--- config.mk ---
export PLATFORM = sky130hd
export DESIGN_NAME = dmem_atomic_responder
export DESIGN_NICKNAME = d
export VERILOG_FILES = /design/src/rtl/dmem_atomic_responder.sv
export SDC_FILE = /design/constraint.sdc
export NUM_CORES = 1
export LEC_CHECK = 0
export CELL_PAD_IN_SITES_DETAIL_PLACEMENT = 0
export CELL_PAD_IN_SITES_GLOBAL_PLACEMENT = 1
export CORE_MARGIN = 4
export CORE_UTILIZATION = 29
export CTS_CLUSTER_DIAMETER = 120
export CTS_CLUSTER_SIZE = 10
export DETAILED_ROUTE_END_ITERATION = 12
export PLACE_DENSITY_LB_ADDON = 0.1
export SLEW_MARGIN = 15
export SYNTH_ARGS = -nofsm -noshare
export SYNTH_HDL_FRONTEND = slang
export SYNTH_SLANG_ARGS = --single-unit
--- constraint.sdc ---
create_clock -name CLK -period 2.2 [get_ports CLK]
set_input_delay 0.22 -clock CLK [delete_from_list [all_inputs] [get_ports CLK]]
set_output_delay 0.22 -clock CLK [all_outputs]
set_load 0.1 [all_outputs]
--- src/rtl/dmem_atomic_responder.sv ---
// -----------------------------------------------------------------------------
// dmem_atomic_responder
//
// Data-side memory responder. Accepts the datapath's dREN/dWEN/atomic
// requests, drives a single RAM port, and owns the LL/SC link register.
// An SC is resolved at acceptance: a valid link whose word address matches
// proceeds to a RAM write and returns dload=1, anything else fails without
// touching RAM and returns dload=0. Remote stores seen on the snoop port
// break a matching link.
//
// Ports
//   CLK, nRST             clock, asynchronous active-low reset
//   dREN, dWEN, atomic    request lines (LW/LL/SW/SC), held until dhit
//   daddr, dstore         byte address and store data of the request
//   dhit, dload, err      one-cycle completion pulse, load/SC result, timeout
//   ram_ren, ram_wen      RAM strobes, held until ram_ready or timeout
//   ram_addr, ram_store   latched request address and data
//   ram_load, ram_ready   RAM read data and completion
//   snoop_valid/addr      remote write address to check against the link
//   link_valid/addr       LL/SC link register (word aligned)
//
// Parameter
//   TIMEOUT               ACCESS cycles to wait for ram_ready before err
// -----------------------------------------------------------------------------
module dmem_atomic_responder #(
    parameter int unsigned TIMEOUT = 255
) (
    input  logic        CLK,
    input  logic        nRST,
    input  logic        dREN,
    input  logic        dWEN,
    input  logic        atomic,
    input  logic [31:0] daddr,
    input  logic [31:0] dstore,
    output logic        dhit,
    output logic [31:0] dload,
    output logic        err,
    output logic        ram_ren,
    output logic        ram_wen,
    output logic [31:0] ram_addr,
    output logic [31:0] ram_store,
    input  logic [31:0] ram_load,
    input  logic        ram_ready,
    input  logic        snoop_valid,
    input  logic [31:0] snoop_addr,
    output logic        link_valid,
    output logic [31:0] link_addr
);

    localparam logic [1:0] ST_IDLE   = 2'd0;
    localparam logic [1:0] ST_ACCESS = 2'd1;
    localparam logic [1:0] ST_SCFAIL = 2'd2;
    localparam logic [1:0] ST_DONE   = 2'd3;

    // The counter only needs to reach TIMEOUT-1: the cycle that would make
    // it TIMEOUT is the one that aborts.
    localparam int CW = (TIMEOUT > 1) ? $clog2(TIMEOUT) : 1;
    localparam logic [CW-1:0] CNT_LAST = CW'(TIMEOUT - 1);

    logic [1:0]    state_reg,       state_next;
    logic          dhit_reg,        dhit_next;
    logic          err_reg,         err_next;
    logic [31:0]   dload_reg,       dload_next;
    logic          ram_ren_reg,     ram_ren_next;
    logic          ram_wen_reg,     ram_wen_next;
    logic [31:0]   ram_addr_reg,    ram_addr_next;
    logic [31:0]   ram_store_reg,   ram_store_next;
    logic          req_wr_reg,      req_wr_next;
    logic          req_atomic_reg,  req_atomic_next;
    logic          link_valid_reg,  link_valid_next;
    logic [31:0]   link_addr_reg,   link_addr_next;
    logic [CW-1:0] timeout_cnt_reg, timeout_cnt_next;

    logic req_seen;
    logic snoop_hit_link;
    logic sc_link_ok;
    logic ll_done;
    logic accept_clear;
    logic snoop_byte_unused;

    // Link matching works on word addresses; the snoop byte offset is ignored.
    assign snoop_byte_unused = ^snoop_addr[1:0];

    assign req_seen       = dREN | dWEN;
    assign snoop_hit_link = snoop_valid && link_valid_reg &&
                            (snoop_addr[31:2] == link_addr_reg[31:2]);
    // A snoop hitting the link in the acceptance cycle beats the SC.
    assign sc_link_ok     = link_valid_reg && !snoop_hit_link &&
                            (link_addr_reg[31:2] == daddr[31:2]);
    assign ll_done        = (state_reg == ST_ACCESS) && ram_ready &&
                            !req_wr_reg && req_atomic_reg;
    // Any accepted SC consumes the link; a plain SW only breaks a matching one.
    assign accept_clear   = (state_reg == ST_IDLE) && req_seen && dWEN &&
                            (atomic || (daddr[31:2] == link_addr_reg[31:2]));

    always_comb begin
        state_next       = state_reg;
        dhit_next        = 1'b0;
        err_next         = 1'b0;
        dload_next       = dload_reg;
        ram_ren_next     = ram_ren_reg;
        ram_wen_next     = ram_wen_reg;
        ram_addr_next    = ram_addr_reg;
        ram_store_next   = ram_store_reg;
        req_wr_next      = req_wr_reg;
        req_atomic_next  = req_atomic_reg;
        timeout_cnt_next = timeout_cnt_reg;

        case (state_reg)
            ST_IDLE: begin
                if (req_seen) begin
                    ram_addr_next    = daddr;
                    ram_store_next   = dstore;
                    req_wr_next      = dWEN;   // write wins when both are set
                    req_atomic_next  = atomic;
                    timeout_cnt_next = '0;
                    if (dWEN && atomic && !sc_link_ok) begin
                        state_next = ST_SCFAIL;
                    end else begin
                        state_next   = ST_ACCESS;
                        ram_ren_next = !dWEN;
                        ram_wen_next = dWEN;
                    end
                end
            end
            ST_ACCESS: begin
                if (ram_ready) begin
                    ram_ren_next = 1'b0;
                    ram_wen_next = 1'b0;
                    dhit_next    = 1'b1;
                    state_next   = ST_DONE;
                    if (!req_wr_reg) begin
                        dload_next = ram_load;
                    end else if (req_atomic_reg) begin
                        dload_next = 32'd1;
                    end else begin
                        dload_next = 32'd0;
                    end
                end else if (timeout_cnt_reg == CNT_LAST) begin
                    ram_ren_next = 1'b0;
                    ram_wen_next = 1'b0;
                    dhit_next    = 1'b1;
                    err_next     = 1'b1;
                    dload_next   = 32'hBAD1_BAD1;
                    state_next   = ST_DONE;
                end else begin
                    timeout_cnt_next = timeout_cnt_reg + CW'(1);
                end
            end
            ST_SCFAIL: begin
                dload_next = 32'd0;
                dhit_next  = 1'b1;
                state_next = ST_DONE;
            end
            default: begin
                // DONE: dhit/err are visible this cycle; requests are ignored.
                state_next = ST_IDLE;
            end
        endcase
    end

    always_comb begin
        link_valid_next = link_valid_reg;
        link_addr_next  = link_addr_reg;
        if (ll_done) begin
            // A new LL replaces the old link, but a snoop to the very word
            // being linked in the same cycle leaves it invalid.
            link_addr_next  = {ram_addr_reg[31:2], 2'b00};
            link_valid_next = !(snoop_valid &&
                                (snoop_addr[31:2] == ram_addr_reg[31:2]));
        end else if (snoop_hit_link || accept_clear) begin
            link_valid_next = 1'b0;
        end
    end

    always_ff @(posedge CLK or negedge nRST) begin
        if (!nRST) begin
            state_reg       <= ST_IDLE;
            dhit_reg        <= 1'b0;
            err_reg         <= 1'b0;
            dload_reg       <= 32'd0;
            ram_ren_reg     <= 1'b0;
            ram_wen_reg     <= 1'b0;
            ram_addr_reg    <= 32'd0;
            ram_store_reg   <= 32'd0;
            req_wr_reg      <= 1'b0;
            req_atomic_reg  <= 1'b0;
            link_valid_reg  <= 1'b0;
            link_addr_reg   <= 32'd0;
            timeout_cnt_reg <= '0;
        end else begin
            state_reg       <= state_next;
            dhit_reg        <= dhit_next;
            err_reg         <= err_next;
            dload_reg       <= dload_next;
            ram_ren_reg     <= ram_ren_next;
            ram_wen_reg     <= ram_wen_next;
            ram_addr_reg    <= ram_addr_next;
            ram_store_reg   <= ram_store_next;
            req_wr_reg      <= req_wr_next;
            req_atomic_reg  <= req_atomic_next;
            link_valid_reg  <= link_valid_next;
            link_addr_reg   <= link_addr_next;
            timeout_cnt_reg <= timeout_cnt_next;
        end
    end

    assign dhit       = dhit_reg;
    assign err        = err_reg;
    assign dload      = dload_reg;
    assign ram_ren    = ram_ren_reg;
    assign ram_wen    = ram_wen_reg;
    assign ram_addr   = ram_addr_reg;
    assign ram_store  = ram_store_reg;
    assign link_valid = link_valid_reg;
    assign link_addr  = link_addr_reg;

endmodule

==> impl_metrics.yaml, run 1 <==
timing:
  slew_violations: 0
  fmax_ghz: 0.494
  rsz0062_at_grt: "no"
  worst_pin_slew_ns: 0.580
  setup_viol: 0
  fin_crit_sh_pct: 92.1
  fin_crit_ns: 2.03
  fin_tns_setup_ns: 0
  fin_skew_ns: 0.00844
  relSlewSlack_pct: 61.3
  hold_viol: 0
logic_synthesis:
  ys.flop_type: "dfrtp_1"
  synth-async-reset-ratio_pct: 100
  yosysSeqAreaShare_pct: 51.4
  ys_ff_latch: 143
  yosys_warnings: 0
  syn_area_um2: 6960
  synthTopCellsByArea: "dfrtp_1, mux2_2, xnor2_1"
  ys_types: 43
  synth.top_cell.area_share_pct: 51.4
  syn_inst: 566
  synth_edf_count: 0
  yosysTopAreaCell: "dfrtp_1"
  syn_area_per_cell_um2: 12.3
final_layout:
  layout-drive-gt1-share_pct: 34.9
  area_growth_pct: 47.3
  diodes: 0
  layout_common_cells: "buf_4, dfrtp_1, clkdlybuf4s50_1, mux2_2, xnor2_1"
  nets: 982
  final_common_cell: "buf_4"
  design_area_um2: 10200
  layoutNonFillerInstCount: 1172
floorplanning:
  die_h_um: 163
  std_cell_rows: 56
  die_w_um: 163
  initial_core_util_pct: 29.5
  ios: 268
  fp.coreArea_um2: 23500
  dieArea_um2: 26500
global_routing:
  antenna_found_initial: 0
  globalRoute.totalOverflow: 0
  grt_max_degree: 65
  grt_pass1_wl_um: 32800
  grt_pass1_vias: 5686
  grt_usage_pct: 16.0
routing:
  routed_wl_um: 21400
  vias: 5208
  dr.pass1.iters: 4
  drtIter0Drc: 234
  drc_errors: 0
  ant_nets: 0
  via_per_inst: 4.44
  wire_per_inst_um: 18.2
place:
  hpwl_um: 16400
  port_buffers: 263
  placed_cells: 1140
  dpl_cell_area_um2: 9710
  place.gp.congestion: 0.773
hold_path:
  hp-class: "input pin to async pin"
clocking:
  cts_root_buf: "clkbuf_16"
  clockBufferDepth: 2
  clk_pin_slew_ns: 0.06
  cts_post_setup_buffers_inserted: 0
  numCtsBuffers: 17
  clock_latency_ns: 0.42
  clock_sinks: 143
  cts_tree: "done"
  h-tree-depth: 4
critical_path:
  critical_path_class: "register to register"
  cp_slowest_stage_delay_ns: 0.47
  worstPathMaxFanout: 4
  critPathArrivalTime_ns: 2.36
  endpoint_kind: "register"
  cp_cell_sequence: "xnor2_1 > nand4_1 > nor4_1 > and3_1 > a21o_1 > mux2i_1"
  cp_slowest_cell: "nor4_1"
  cp.required_ns: 2.54
  worstSetupStartpointType: "register"
outcome:
  status: "complete, no violations"
flow_run:
  max_cap_viol_count: 0
-- worst max-delay path, delay by kind of cell, from the launching register on --
kind / cells / cell delay [ns]
flip-flops: 1 / 0.43
AO/OA/AOI/OAI: 1 / 0.18
XOR/XNOR: 1 / 0.28
AND/OR/NAND/NOR: 3 / 0.87
multiplexers: 1 / 0.19
-- final cells by class --
| cell class | instances | area (um2) |
|---|---|---|
| inverters | 5 | 18.8 |
| clock buffers | 19 | 433 |
| multi-input cells | 393 | 3250 |
| flip-flops and latches | 143 | 3580 |
| repair buffers | 281 | 2480 |
| well taps | 319 | 399 |
| fillers | 2290 | 13300 |
| clock inverters | 12 | 88.8 |
-- synth_stat cells (all sizes together) (6+ instances only) --
| cell | instances |
|---|---|
| mux2 | 95 |
| nand2b | 21 |
| clkbuf | 14 |
| buf | 12 |
| nor4 | 11 |
| ha | 6 |
| nand2 | 42 |
| a211oi | 18 |
| nor2 | 12 |
| xor2 | 34 |
| nand4 | 19 |
| dfrtp | 143 |
| xnor2 | 62 |
| a21o | 20 |
| o21ai | 23 |
-- worst paths after layout --
check	startpoint	endpoint	slack, ns	depth (start not counted)
hold reg to reg	dload[0]	dload[0]	0.48	1
setup reg to reg	link_addr[11]	ram_wen	0.17	6
min in group CLK	ram_load[10]	dload[10]	0.36	3
setup / recovery	link_addr[11]	ram_wen	0.17	6
max in group asynchronous	nRST	dload[15]	1.12	3
hold / removal	nRST	dload[14]	0.32	2
-- kinds of logic (layout without fill, tap and decap cells) --
logic type                 Yosys count  in the layout  synth area share (%)
muxes                               98             98                  15.8
DFF                                143            143                  51.4
buffers and inverters               31            317                  2.16
adders and majority gates            6              6                  1.08
xor gates and xnor gates            96             96                  12.1
and+or+nand+nor                    117            117                  8.90
AOI/OAI and AO/OA                   74             74                  8.47
other                                1              2                0.0539
-- per-stage QoR --
| stage | hold WS (ns) | util, % | worst slack (ns) |
|---|---|---|---|
| after floorplan | -0.0756 | - | 0.0480 |
| after global placement | 0.220 | 41.2 | -0.114 |
| after detailed placement | 0.222 | 41.2 | -0.134 |
| after CTS | 0.329 | 43.5 | 0.121 |
| after global routing | 0.338 | 43.5 | 0.0178 |
| final | 0.324 | 43.5 | 0.174 |
-- what timing repair did --
| action | in CTS | in global routing |
|---|---|---|
| gates resized for setup | 0 | 1 |
| endpoints found under the setup margin | 0 | 1 |
| hold buffers | 1 | 0 |
| endpoints found under the hold margin | 51 | 0 |
-- routing by layer --
metal | track usage [%] | routed length (um)
met1 | 20.4 | 9270
met2 | 25.7 | 10100
met3 | 6.05 | 1750
met4 | 4.46 | 252
met5 | 0 | 0
Power of run 1 is left out: the tool's default activity adds up to more than one toggle a clock period on the data nets, which glitch-free logic cannot reach.
==> inputs of run 2 (changes only) <==
Settings changed: CORE_UTILIZATION 29 to 30, RECOVER_POWER from default to 25.
==> run 2 against run 1 <==
Against the previous run:
- register-to-register slack improved by 0.02 ns
- via count up 1.7%
- sequential share of layout area hardly changed
- non-clock buffer count up 1
- flip-flop and latch count unchanged
- utilization up 1.7 points
- global-route usage increased by 0.43 points
- setup slack gained 0.018 ns
- final cell count shrank 2.7%
- first-iteration DRC count down 20%
- hold slack better by 0.028 ns
- wire length is 0.34% lower
- critical path type unchanged
==> impl_metrics.yaml, run 2 (synthesis gave the netlist of run 1 again) <==
timing:
  fmax_ghz: 0.498
  fin_crit_sh_pct: 91.3
  hold_viol: 0
  fin_ws_ns: 0.192
  worst_pin_slew_ns: 1.24
  setup_viol: 0
  slew_violations: 0
  fin_skew_ns: 0.0158
  relSlewSlack_pct: 17.1
  fin_crit_ns: 2.01
  rsz0062_at_grt: "no"
routing:
  ant_nets: 0
  drtIter0Drc: 187
  dr.pass1.iters: 4
  via_per_inst: 4.65
  routed_wl_um: 21300
  wire_per_inst_um: 18.7
  drc_errors: 0
  vias: 5296
global_routing:
  grt_pass1_wl_um: 33000
  antenna_found_initial: 1
  grtUsageMet1_pct: 21.2
  grt.busiest_layer: "met2"
  met2_usage_pct: 26.5
  grt_max_degree: 50
  grtUsageMet3_pct: 6.32
  grt_pass1_vias: 5741
  globalRoute.totalOverflow: 0
  grt_usage_pct: 16.5
outcome:
  status: "complete, no violations"
final_layout:
  layout_common_cells: "dfrtp_1, buf_4, clkdlybuf4s50_1, mux2_2, xnor2_1"
  layoutNonFillerInstCount: 1140
  area_growth_pct: 47.5
  layout-drive-gt1-share_pct: 35.1
  diodes: 0
  nets: 983
clocking:
  clockBufferDepth: 2
  cts_root_buf: "clkbuf_16"
  numCtsBuffers: 17
  cts_tree: "done"
  clock_sinks: 143
  clock_latency_ns: 0.42
  h-tree-depth: 4
  clk_pin_slew_ns: 0.06
hold_path:
  min_from: "ram_load[21]"
  hp-class: "input pin to register"
floorplanning:
  ios: 268
  die_h_um: 160
  die_w_um: 160
  initial_core_util_pct: 30.6
  std_cell_rows: 55
  dieArea_um2: 25700
  fp.coreArea_um2: 22700
place:
  port_buffers: 263
  pre_cts_ws_ns: -0.136
  place.gp.congestion: 0.785
  placed_cells: 1107
  hpwl_um: 16400
critical_path:
  critical_path_class: "register to register"
  endpoint_kind: "register"
  cp.required_ns: 2.54
  worstSetupStartpointType: "register"
  cp_slowest_stage_delay_ns: 0.47
  crit_buf_inv: 0
  cp_cell_sequence: "xnor2_1 > nand4_1 > nor4_1 > and3_1 > a21o_1 > mux2i_1"
  startpoint: "link_addr[11]"
  critPathArrivalTime_ns: 2.35
  regToRegStartpoint: "link_addr[11]"
  regToRegSetupSlack_ns: 0.19
  cp_top_family: "simple AND/OR/NAND/NOR gates"
  cp_slowest_cell: "nor4_1"
  worstPathMaxFanout: 4
flow_run:
  max_cap_viol_count: 0
## run 2: cell types whose count changed in the layout (fill, tap and decap cells not counted), sizes merged
cell | previous run | this run
buf | 149 | 147
bufinv | 0 | 2
clkbuf | 19 | 22
clkinv | 5 | 4
## run 2: final timing paths
check                                 end  depth (start not counted)
worst max-delay path              ram_wen                          6
worst min-delay path            dload[21]                          3
worst max register to register    ram_wen                          6
worst min register to register  dload[29]                          1
max in group asynchronous        dload[0]                          3
min in group asynchronous       dload[17]                          2
## run 2: layout make-up
cell class | count | area (um2)
Clock buffer | 19 | 433
Sequential cell | 143 | 3580
Multi-Input combinational cell | 393 | 3250
Tap cell | 285 | 357
Inverter | 5 | 18.8
Timing Repair Buffer | 282 | 2490
Clock inverter | 13 | 136
Fill cell | 2122 | 12400
## run 2: layer usage
layer / vias to the layer above / wire length [um]
li1: 2522 / -
met1: 2588 / 9510
met2: 171 / 10000
met3: 13 / 1610
met4: 2 / 169
met5: - / 13
## run 2: metrics by stage
step	TNS (ns)	util [%]	cell area, um2	hold WS, ns
finish	0	45.2	10300	0.352
global route	0	45.2	10300	0.354
CTS	0	45.2	10300	0.311
detailed placement	-0.377	42.7	9690	0.184
global placement	-0.474	42.7	9690	0.175
floorplan	0	-	6960	-0.0756
## run 2: worst min-delay path, stage by stage
cell	delay [ns]
clkdlybuf4s50_1	0.40
nand2_1	0.05
o21ai_0	0.06
## run 2: timing repair
action / CTS / global route
setup buffers: 0 / 0
gates resized for setup: 0 / 1
hold endpoints to repair: 41 / 0
setup endpoints to repair: 0 / 3
hold buffers: 1 / 0
Power of run 2 is left out for the same reason.
